$ cat config.mk
export PLATFORM = sky130hd
export DESIGN_NAME = peres_serial_adder
export DESIGN_NICKNAME = d
export VERILOG_FILES = /design/src/rtl/peres_pkg.sv /design/src/rtl/peres_fa4.sv /design/src/rtl/peres_serial_adder.sv
export SDC_FILE = /design/constraint.sdc
export NUM_CORES = 1
export LEC_CHECK = 0
export BUFFER_PORTS_ARGS = -buffer_cell sky130_fd_sc_hd__buf_4
export CORE_MARGIN = 2
export CORE_UTILIZATION = 58
export DETAILED_ROUTE_END_ITERATION = 6
export PLACE_DENSITY = 0.84
export REMOVE_ABC_BUFFERS = 1
export SETUP_SLACK_MARGIN = 0.5
export SKIP_CTS_REPAIR_TIMING = 1
export SLEW_MARGIN = 20
export SYNTH_ARGS = -nofsm -noshare
export SYNTH_HDL_FRONTEND = slang
export SYNTH_SLANG_ARGS = --single-unit
$ cat constraint.sdc
create_clock -name clk -period 5.1 [get_ports clk]
set_input_delay 1.02 -clock clk [delete_from_list [all_inputs] [get_ports clk]]
set_output_delay 1.02 -clock clk [all_outputs]
set_load 0.01 [all_outputs]
$ cat src/rtl/peres_pkg.sv
// Shared types and constants for the Peres-gate serial adder.
// The helper function models a single reversible Peres gate.
package peres_pkg;

    typedef enum logic [1:0] {
        IDLE = 2'd0,
        RUN  = 2'd1,
        DONE = 2'd2
    } state_t;

    localparam int NIB_W  = 4;
    localparam int GARB_W = 8;

    // Peres gate: (a, b, c) -> {P, Q, R} = {a, a^b, (a&b)^c}
    function automatic logic [2:0] peres(input logic a, input logic b, input logic c);
        return {a, a ^ b, (a & b) ^ c};
    endfunction

endpackage

$ cat src/rtl/peres_fa4.sv
// Combinational 4-bit ripple adder built from two cascaded Peres gates per bit.
// Garbage lines are exported as {a, a^b} for signature accumulation.
module peres_fa4
    import peres_pkg::*;
(
    input  logic [NIB_W-1:0]  a,
    input  logic [NIB_W-1:0]  b,
    input  logic              cin,
    output logic [NIB_W-1:0]  sum,
    output logic              cout,
    output logic [GARB_W-1:0] garb
);

    logic [NIB_W:0]   c;
    logic [NIB_W-1:0] axb;
    logic [NIB_W-1:0] ab;
    logic [2:0]       g1;
    logic [2:0]       g2;

    always_comb begin
        c    = '0;
        c[0] = cin;
        axb  = '0;
        ab   = '0;
        sum  = '0;
        g1   = '0;
        g2   = '0;
        for (int unsigned i = 0; i < NIB_W; i++) begin
            // Gate 1 with a zero ancilla yields a^b and a&b; gate 2 folds in the carry.
            g1       = peres(a[i], b[i], 1'b0);
            axb[i]   = g1[1];
            ab[i]    = g1[0];
            g2       = peres(axb[i], c[i], ab[i]);
            sum[i]   = g2[1];
            c[i+1]   = g2[0];
        end
    end

    assign cout = c[NIB_W];
    assign garb = {a, axb};

endmodule

$ cat src/rtl/peres_serial_adder.sv
// Multi-cycle WIDTH-bit adder: one nibble per clock through a shared Peres nibble stage,
// with valid/ready handshakes on both sides and a garbage-line XOR signature.
module peres_serial_adder
    import peres_pkg::*;
#(
    parameter int WIDTH = 16
) (
    input  logic              clk,
    input  logic              rst,
    input  logic              in_valid,
    output logic              in_ready,
    input  logic [WIDTH-1:0]  a,
    input  logic [WIDTH-1:0]  b,
    input  logic              cin,
    output logic              out_valid,
    input  logic              out_ready,
    output logic [WIDTH-1:0]  sum,
    output logic              cout,
    output logic [GARB_W-1:0] garb_sig
);

    localparam int NIB   = WIDTH / NIB_W;
    localparam int IDX_W = (NIB > 1) ? $clog2(NIB) : 1;

    generate
        if ((WIDTH % NIB_W) != 0 || WIDTH < NIB_W) begin : g_bad_width
            $error("peres_serial_adder: WIDTH must be a multiple of 4 and at least 4");
        end
    endgenerate

    state_t           state;
    state_t           state_nx;
    logic [IDX_W-1:0] nib_idx;
    logic [WIDTH-1:0] a_r;
    logic [WIDTH-1:0] b_r;
    logic             carry;
    logic             last_nib;

    logic [NIB_W-1:0]  a_nib;
    logic [NIB_W-1:0]  b_nib;
    logic [NIB_W-1:0]  s_nib;
    logic              c_nib;
    logic [GARB_W-1:0] garb;

    assign a_nib    = a_r[nib_idx*NIB_W +: NIB_W];
    assign b_nib    = b_r[nib_idx*NIB_W +: NIB_W];
    assign last_nib = (nib_idx == IDX_W'(NIB - 1));

    peres_fa4 u_fa4 (
        .a    (a_nib),
        .b    (b_nib),
        .cin  (carry),
        .sum  (s_nib),
        .cout (c_nib),
        .garb (garb)
    );

    always_comb begin
        state_nx  = state;
        in_ready  = 1'b0;
        out_valid = 1'b0;
        case (state)
            IDLE: begin
                in_ready = 1'b1;
                if (in_valid) state_nx = RUN;
            end
            RUN: begin
                if (last_nib) state_nx = DONE;
            end
            DONE: begin
                out_valid = 1'b1;
                if (out_ready) state_nx = IDLE;
            end
            default: state_nx = IDLE;
        endcase
    end

    always_ff @(posedge clk or posedge rst) begin
        if (rst) begin
            state    <= IDLE;
            nib_idx  <= '0;
            a_r      <= '0;
            b_r      <= '0;
            carry    <= 1'b0;
            sum      <= '0;
            cout     <= 1'b0;
            garb_sig <= '0;
        end else begin
            state <= state_nx;
            case (state)
                IDLE: begin
                    if (in_valid) begin
                        a_r      <= a;
                        b_r      <= b;
                        carry    <= cin;
                        nib_idx  <= '0;
                        sum      <= '0;
                        garb_sig <= '0;
                    end
                end
                RUN: begin
                    sum[nib_idx*NIB_W +: NIB_W] <= s_nib;
                    carry                       <= c_nib;
                    garb_sig                    <= garb_sig ^ garb;
                    nib_idx                     <= nib_idx + IDX_W'(1);
                    if (last_nib) cout <= c_nib;
                end
                default: ;
            endcase
        end
    end

endmodule

# Yosys cells after proc, flatten, opt, wreduce, memory -nomap -nowiden

Cells that the tools add are included.

$add $sub $neg: 2
$mul: 0
Div/mod/pow operators: 0
Order comparisons: 0
Eq/ne operators: 6
Shifts and indexed selects: 4
Multiplexer cells: 15
Bitwise logic cells: 21
Reduce and logical (&&, ||, !) cells: 6

Operators by type and width:

| kind                                                                    | count |
|---|---|
| 4-bit negation with 34-bit output                                       | 1 |
| 4-bit by 34-bit variable shift with 16-bit output, first input constant | 1 |
| 4-bit by 34-bit variable part select with 16-bit output                 | 1 |
| 16-bit one-hot mux with 2 select lines                                  | 1 |
| 16-bit by 5-bit variable part select with 4-bit output                  | 2 |
| 16-bit bitwise mux                                                      | 1 |
| 16-bit 2-to-1 mux                                                       | 1 |
| 8-bit one-hot mux with 2 select lines                                   | 1 |
| 1-bit XOR                                                               | 12 |
| 1-bit AND                                                               | 8 |
| 2-bit 2-to-1 mux                                                        | 4 |
| 8-bit 2-to-1 mux                                                        | 1 |
| 8-bit XOR                                                               | 1 |
| 2-bit != test, second input constant                                    | 3 |
| 2-bit one-hot mux with 3 select lines                                   | 1 |
| 2-bit AND reduction                                                     | 3 |
| 2-bit == test, second input constant                                    | 2 |
| 2-bit one-hot mux with 2 select lines                                   | 1 |
| 1-bit 2-to-1 mux                                                        | 3 |
| 3-bit AND reduction                                                     | 1 |
| 2-bit by 1-bit adder with 2-bit output, second input constant           | 1 |
| 2-bit by 1-bit == test with 1-bit output, second input constant         | 1 |
| 2-bit zero test                                                         | 1 |
| 1-bit one-hot mux with 2 select lines                                   | 1 |
| 2-bit nonzero test                                                      | 1 |

Flip-flop bits (word level): 62
Latch bits: 0
RAM bits: 0
Bits in read-only memories: 0
Input port bits: 37
Output and inout bits: 27
Word-level logic and storage cells: 62
Memories: 0

# Longest topological paths before layout

Gate-level depths: netlist of run 1.

Depth in word-level cells: 12
Gate-level depth with buffers: 10
Depth with buffers taken out: 8

# Modules after synthesis

Synthesis of run 1 repeated with hierarchy kept, for this count alone.

Cells, all modules: 216
Area, all modules: 3064.2 um^2

By module, submodules not included:

| module             | instances | cells each | area each (um^2) | sequential area each (um^2) |
|---|---|---|---|---|
| peres_serial_adder | 1         | 194        | 2866.5           | 1551.5 |
| peres_fa4          | 1         | 22         | 197.7            | 0.0 |

# Worst setup path after synthesis of run 1

Ideal clock, no wire load.

Path type: register to register
Start: register nib_idx[0]
End: register sum[3]
Arrival: 2.667 ns
Data required time: 4.979 ns
Slack: 2.312 ns
Stages on the path, launching flop included: 11
Period minus slack after synthesis: 2.788 ns
Path through: dfrtp_1 > buf_4 > buf_6 > mux4_2 > fa_1 > inv_1 > fa_1 > fa_1 > inv_1 > fa_1 > a22o_1

Longest elaborated chain between the ends: 12

RTL lines:

| what                                                                      | line                                               | RTL |
|---|---|---|
| from (decl)                                                               | peres_serial_adder.sv:33                           | `logic [IDX_W-1:0] nib_idx;` |
| from (signal assigned)                                                    | peres_serial_adder.sv:105                          | `nib_idx <= nib_idx + IDX_W'(1);` |
| 16-bit by 5-bit variable part select with 4-bit output (on tied branches) | peres_serial_adder.sv:45, peres_serial_adder.sv:46 |  |
| 1-bit XOR                                                                 | peres_pkg.sv:16                                    | `return {a, a ^ b, (a & b) ^ c};` |
| 1-bit AND                                                                 | peres_pkg.sv:16                                    |  |
| 1-bit XOR                                                                 | peres_pkg.sv:16                                    |  |
| 1-bit AND                                                                 | peres_pkg.sv:16                                    |  |
| 1-bit XOR                                                                 | peres_pkg.sv:16                                    |  |
| 1-bit AND                                                                 | peres_pkg.sv:16                                    |  |
| 1-bit XOR (2 in a row)                                                    | peres_pkg.sv:16                                    |  |
| 4-bit by 34-bit variable part select with 16-bit output                   | peres_serial_adder.sv:102                          | `sum[nib_idx*NIB_W +: NIB_W] <= s_nib;` |
| 16-bit bitwise mux *                                                      | peres_serial_adder.sv:102                          |  |
| 16-bit one-hot mux with 2 select lines *                                  | peres_serial_adder.sv:90                           | `case (state)` |
| to (signal, indexed assignment)                                           | peres_serial_adder.sv:102                          |  |
| to (decl)                                                                 | peres_serial_adder.sv:17                           | `output logic [WIDTH-1:0] sum,` |

Every way passes the cells marked *; elsewhere a longest branch is shown, timed or not.
A chain may end at the register's enable or synchronous reset.

# Worst setup path after layout of run 1

Same ends and word-level chain as after synthesis.

==> metrics.yaml, run 1 <==
outcome:
  status: "completed"
die:
  dieWidth_um: 75.9
  pin_count: 64
  start_util: 0.595
  die-area_mm2: 0.00576
  row_count: 26
  core_area_mm2: 0.00504
  die_h_um: 75.9
timing:
  clock_skew_ns: 0.00564
  rsz0062_at_grt: "false"
  fin_setup_tns_ns: 0
  fin_crit_sh: 0.630
  finalHoldViolCount: 0
  maxSlewHeadroom: 0.501
  finalCriticalPeriod_ns: 3.21
  setup_violations: 0
  fmax_mhz: 311
  slew_violations: 0
  fin_hold_ws_ns: 0.476
  tightest_slew_ns: 0.749
clock_network:
  ctsLongestPathBuffers: 2
  cts_tree: "built"
  clockRootBuffer: "clkbuf_8"
  cts_max_level: 3
  clk_pin_slew_ns: 0.06
  clkSinkCount: 62
  numCtsBuffers: 9
  worstSkewPairLatency_ns: 0.34
final_layout:
  layout_commonest_cell: "buf_4"
  syn2layout_area_growth_pct: 22.2
  final_cell_mix: "buf_4 (65), dfrtp_1 (62), mux2_4 (30)"
  fin_nets: 325
  final_cells: 350
  antennaDiodeCount: 0
  fin_area_mm2: 0.00366
  multi_input_comb_area_mm2: 0.00133
  seqCellArea_mm2: 0.00155
  fillCellCount: 363
  drive_gt1_frac: 0.432
yosys:
  synth.largest_area_cell: "dfrtp_1"
  synth_sequential_area_ratio: 0.518
  synth_area_mm2: 0.00300
  ys_ff_latch: 62
  synth_top_area_share: 0.518
  avgSynthCellArea_um2: 14.2
  yosysUniqueCellTypes: 30
  synthTopCellsByArea: "dfrtp_1 (52%), mux2_4 (15%), mux4_2 (6.0%)"
  yosys_warnings: 0
  synth_cells: 211
grt:
  grt_pass1_vias: 1853
  overflow: 0
  grt_pass1_wl_um: 9070
  antenna_found_initial: 0
  grt_max_degree: 63
  grt_usage: 0.222
route:
  firstDrtPassIters: 4
  vias: 1925
  drt-total-wl_um: 5790
  vias_per_cell: 5.50
  ant_nets: 0
  remaining_drc_errors: 0
  wl_per_cell_um: 16.5
  drt_iter0_drc: 155
critical_path:
  worstPathRequired_ns: 5.33
  worst_setup_path_end_kind: "register"
  cp-start-kind: "register"
  worst-setup-path-type: "register to register"
  path_max_fanout: 17
  critPathArrivalTime_ns: 3.44
pwr:
  power.density_mw_per_mm2: 727
  ir_drop_mv: 0.417
  p_leak_nw: 1.86
flow_run:
  max_cap_violations: 0
placement:
  place_hpwl_um: 4240
  globalplace.congestion: 0.827
  placed_area_mm2: 0.00349
  port-buffer-count: 63
  dp_cells: 335
min_path:
  worstHoldPathType: "register to register"
-- registers in the layout, indices dropped and copies added, names as in the netlist --
| signal | flops |
|---|---|
| a_r | 16 |
| b_r | 16 |
| carry | 1 |
| cout | 1 |
| garb_sig | 8 |
| nib_idx | 2 |
| state | 2 |
| sum | 16 |
-- worst paths after layout --
kind / depth (start not counted) / slack [ns] / to / start
min in group asynchronous: 3 / 0.89 / b_r[11] / rst
max reg2reg: 8 / 1.89 / sum[3] / nib_idx[0]
min reg2reg: 1 / 0.48 / garb_sig[7] / garb_sig[7]
min: 1 / 0.48 / garb_sig[7] / garb_sig[7]
max in group asynchronous: 3 / 3.71 / a_r[14] / rst
max: 8 / 1.89 / sum[3] / nib_idx[0]
-- per-stage QoR --
step,util,power (mW),worst slack [ns]
6_report,0.726,2.66,1.89
5_1_grt,0.726,2.86,1.68
4_1_cts,0.726,2.67,1.85
3_5_place_dp,0.693,2.29,1.87
3_3_place_gp,0.693,2.24,1.94
2_1_floorplan,-,1.87,2.15
-- cells in the mapped netlist (all sizes together) --
| master | n |
|---|---|
| clkbuf | 2 |
| inv | 10 |
| o2bb2ai | 8 |
| nor2b | 1 |
| buf | 9 |
| o21ai | 7 |
| nor4 | 1 |
| or3b | 1 |
| a21o | 4 |
| nand2b | 3 |
| and4bb | 1 |
| nand2 | 15 |
| dfrtp | 62 |
| ha | 8 |
| mux2 | 33 |
| or4 | 1 |
| a22o | 8 |
| fa | 4 |
| nor2 | 3 |
| nand3b | 4 |
| mux2i | 4 |
| nand3 | 8 |
| a221o | 1 |
| and3 | 4 |
| o31ai | 1 |
| mux4 | 8 |
-- where the power goes --
part           total, mW  switching, mW  internal (mW)
sequential         0.932          0.205          0.727
clock              0.377          0.177          0.200
combinational       1.35          0.625          0.727
-- worst max-delay path: stages, from the launching register on --
cell	delay, ns
dfrtp_1	0.83
mux4_2	0.64
fa_1	0.41
inv_1	0.08
fa_1	0.18
fa_1	0.17
inv_1	0.05
fa_1	0.50
a22o_1	0.24
-- cell families after synthesis --
logic type	Yosys count	synth area share
flip-flops	62	0.518
AO/OA/AOI/OAI	29	0.0743
multiplexers	45	0.235
adder cells (fa/ha/maj)	12	0.0601
buffers and inverters	21	0.0388
AND/OR/NAND/NOR	42	0.0743
-- routing by layer --
layer,vias up,wire (um),track usage
met5,-,0,0
met4,0,105,0.0994
met3,10,246,0.0516
met2,52,2810,0.328
met1,974,2620,0.317
li1,889,-,-
-- final cells by class --
cell class	instances	area share
Clock inverter	1	0.00137
Multi-Input combinational cell	128	0.363
Tap cell	70	0.0239
Sequential cell	62	0.424
Inverter	10	0.0102
Clock buffer	14	0.0444
Timing Repair Buffer	65	0.133
Note: power is estimated with default switching activity, not from simulation.
==> inputs of run 2 (changes only) <==
--- a/config.mk
+++ b/config.mk
@@ -7,9 +7,9 @@
 export LEC_CHECK = 0
 export BUFFER_PORTS_ARGS = -buffer_cell sky130_fd_sc_hd__buf_4
 export CORE_MARGIN = 2
-export CORE_UTILIZATION = 58
+export CORE_UTILIZATION = 49
 export DETAILED_ROUTE_END_ITERATION = 6
-export PLACE_DENSITY = 0.84
+export PLACE_DENSITY = 0.76
 export REMOVE_ABC_BUFFERS = 1
 export SETUP_SLACK_MARGIN = 0.5
 export SKIP_CTS_REPAIR_TIMING = 1
==> constraint.sdc (replaced) <==
create_clock -name clk -period 2.84 [get_ports clk]
set_input_delay 0.568 -clock clk [delete_from_list [all_inputs] [get_ports clk]]
set_output_delay 0.568 -clock clk [all_outputs]
set_load 0.01 [all_outputs]
==> metrics.yaml, run 2 (synthesized netlist as in run 1, its figures left out) <==
final_layout:
  antennaDiodeCount: 0
  drive_gt1_frac: 0.483
  syn2layout_area_growth_pct: 25.8
  fillCellCount: 462
  final_cell_mix: "buf_4 (72), dfrtp_1 (61), mux2_4 (30)"
  top_regs: "a_r (16), b_r (16), sum (16)"
  layout_commonest_cell: "buf_4"
  fin_nets: 334
die:
  row_count: 28
  pin_count: 64
  core_area_mm2: 0.00592
  die_h_um: 82.2
  dieWidth_um: 82.2
  die-area_mm2: 0.00676
  start_util: 0.506
clock_network:
  clockRootBuffer: "clkbuf_8"
  worstSkewPairLatency_ns: 0.34
  ctsLongestPathBuffers: 2
  cts_tree: "built"
  cts_max_level: 3
  clk_pin_slew_ns: 0.07
  numCtsBuffers: 9
  clkSinkCount: 62
route:
  vias_per_cell: 5.32
  remaining_drc_errors: 0
  drt_iter0_drc: 155
  vias: 1931
  wl_per_cell_um: 16.4
  firstDrtPassIters: 4
  drt-total-wl_um: 5950
  ant_nets: 0
pwr:
  ir_drop_mv: 0.595
  power.density_mw_per_mm2: 1350
  p_leak_nw: 1.91
  total_power_mw: 5.07
critical_path:
  worst-setup-path-type: "register to register"
  crit_slowest_cell: "mux4_2"
  cpMostUsedCell: "fa_2"
  critPathArrivalTime_ns: 2.91
  path_max_fanout: 5
  crit_chain: "mux4_2, fa_2, inv_2, fa_2, fa_2, inv_2, fa_2, a22o_1"
  cp-start-kind: "register"
  crit_family: "adder cells"
  worstPathRequired_ns: 3.07
  worst_setup_path_end_kind: "register"
  critical_path_buf_inv_count: 2
  slowest_delay_ns: 0.55
timing:
  setup_slack_ns: 0.153
  slew_violations: 0
  finalHoldViolCount: 0
  clock_skew_ns: 0.0120
  maxSlewHeadroom: 0.560
  rsz0062_at_grt: "true"
  fmax_mhz: 372
  finalCriticalPeriod_ns: 2.69
  setup_violations: 0
  tightest_slew_ns: 0.660
  fin_crit_sh: 0.946
  fin_hold_ws_ns: 0.334
grt:
  overflow: 0
  grt_usage: 0.196
  use_met1: 0.289
  antenna_found_initial: 0
  grt_pass1_wl_um: 9690
  grt_pass1_vias: 1935
  grt_util_met2: 0.279
  met3_usage: 0.0435
  busiest_layer: "met1"
  grt_max_degree: 34
min_path:
  worstHoldPathType: "input pin to async pin"
outcome:
  status: "completed"
placement:
  globalplace.congestion: 0.836
  port-buffer-count: 63
  place_ws_ns: -0.0385
  place_hpwl_um: 4400
flow_run:
  max_cap_violations: 0
[run 2: worst paths after layout]
kind / slack, ns / to / from / cells after the start
max reg2reg: 0.15 / sum[3] / nib_idx[0] / 8
max: 0.15 / sum[3] / nib_idx[0] / 8
min reg2reg: 0.48 / garb_sig[4] / garb_sig[4] / 1
min in group clk: 0.43 / state[1] / out_ready / 2
max in group asynchronous: 1.91 / a_r[1] / rst / 3
min: 0.33 / a_r[14] / rst / 2
[run 2: worst reg2reg max path, delay by kind of cell (launching register included)]
family	cells	cell delay (ns)
adder cells (fa/ha/maj)	4	1.27
multiplexers	1	0.55
flip-flops	1	0.42
AO/OA/AOI/OAI	1	0.23
buffers and inverters	2	0.12
[run 2: power breakdown]
group          total (mW)  switching, mW  internal (mW)
clock               0.643          0.315          0.328
combinational        2.83           1.33           1.50
sequential           1.60          0.294           1.31
total                5.07           1.94           3.14
[run 2: layout make-up]
| class | instances | area, um^2 | area share |
|---|---|---|---|
| Multi-Input combinational cell | 128 | 1350 | 0.359 |
| Clock inverter | 2 | 10.0 | 0.00265 |
| Sequential cell | 62 | 1550 | 0.412 |
| Tap cell | 75 | 93.8 | 0.0249 |
| Timing Repair Buffer | 74 | 581 | 0.154 |
| Inverter | 10 | 37.5 | 0.00995 |
| Clock buffer | 12 | 145 | 0.0385 |
[run 2: stage by stage]
step,cells,setup TNS (ns),util,instance area [um^2]
2_1_floorplan,200,-0.533,-,2920
3_3_place_gp,346,0,0.603,3570
3_5_place_dp,346,-0.0914,0.603,3570
4_1_cts,360,-0.0827,0.629,3730
5_1_grt,363,0,0.637,3770
6_report,363,0,0.637,3770
[run 2: routing by layer]
layer,vias up,wire (um)
met5,-,0
met4,0,106
met3,13,304
met2,63,2720
met1,954,2830
li1,901,-
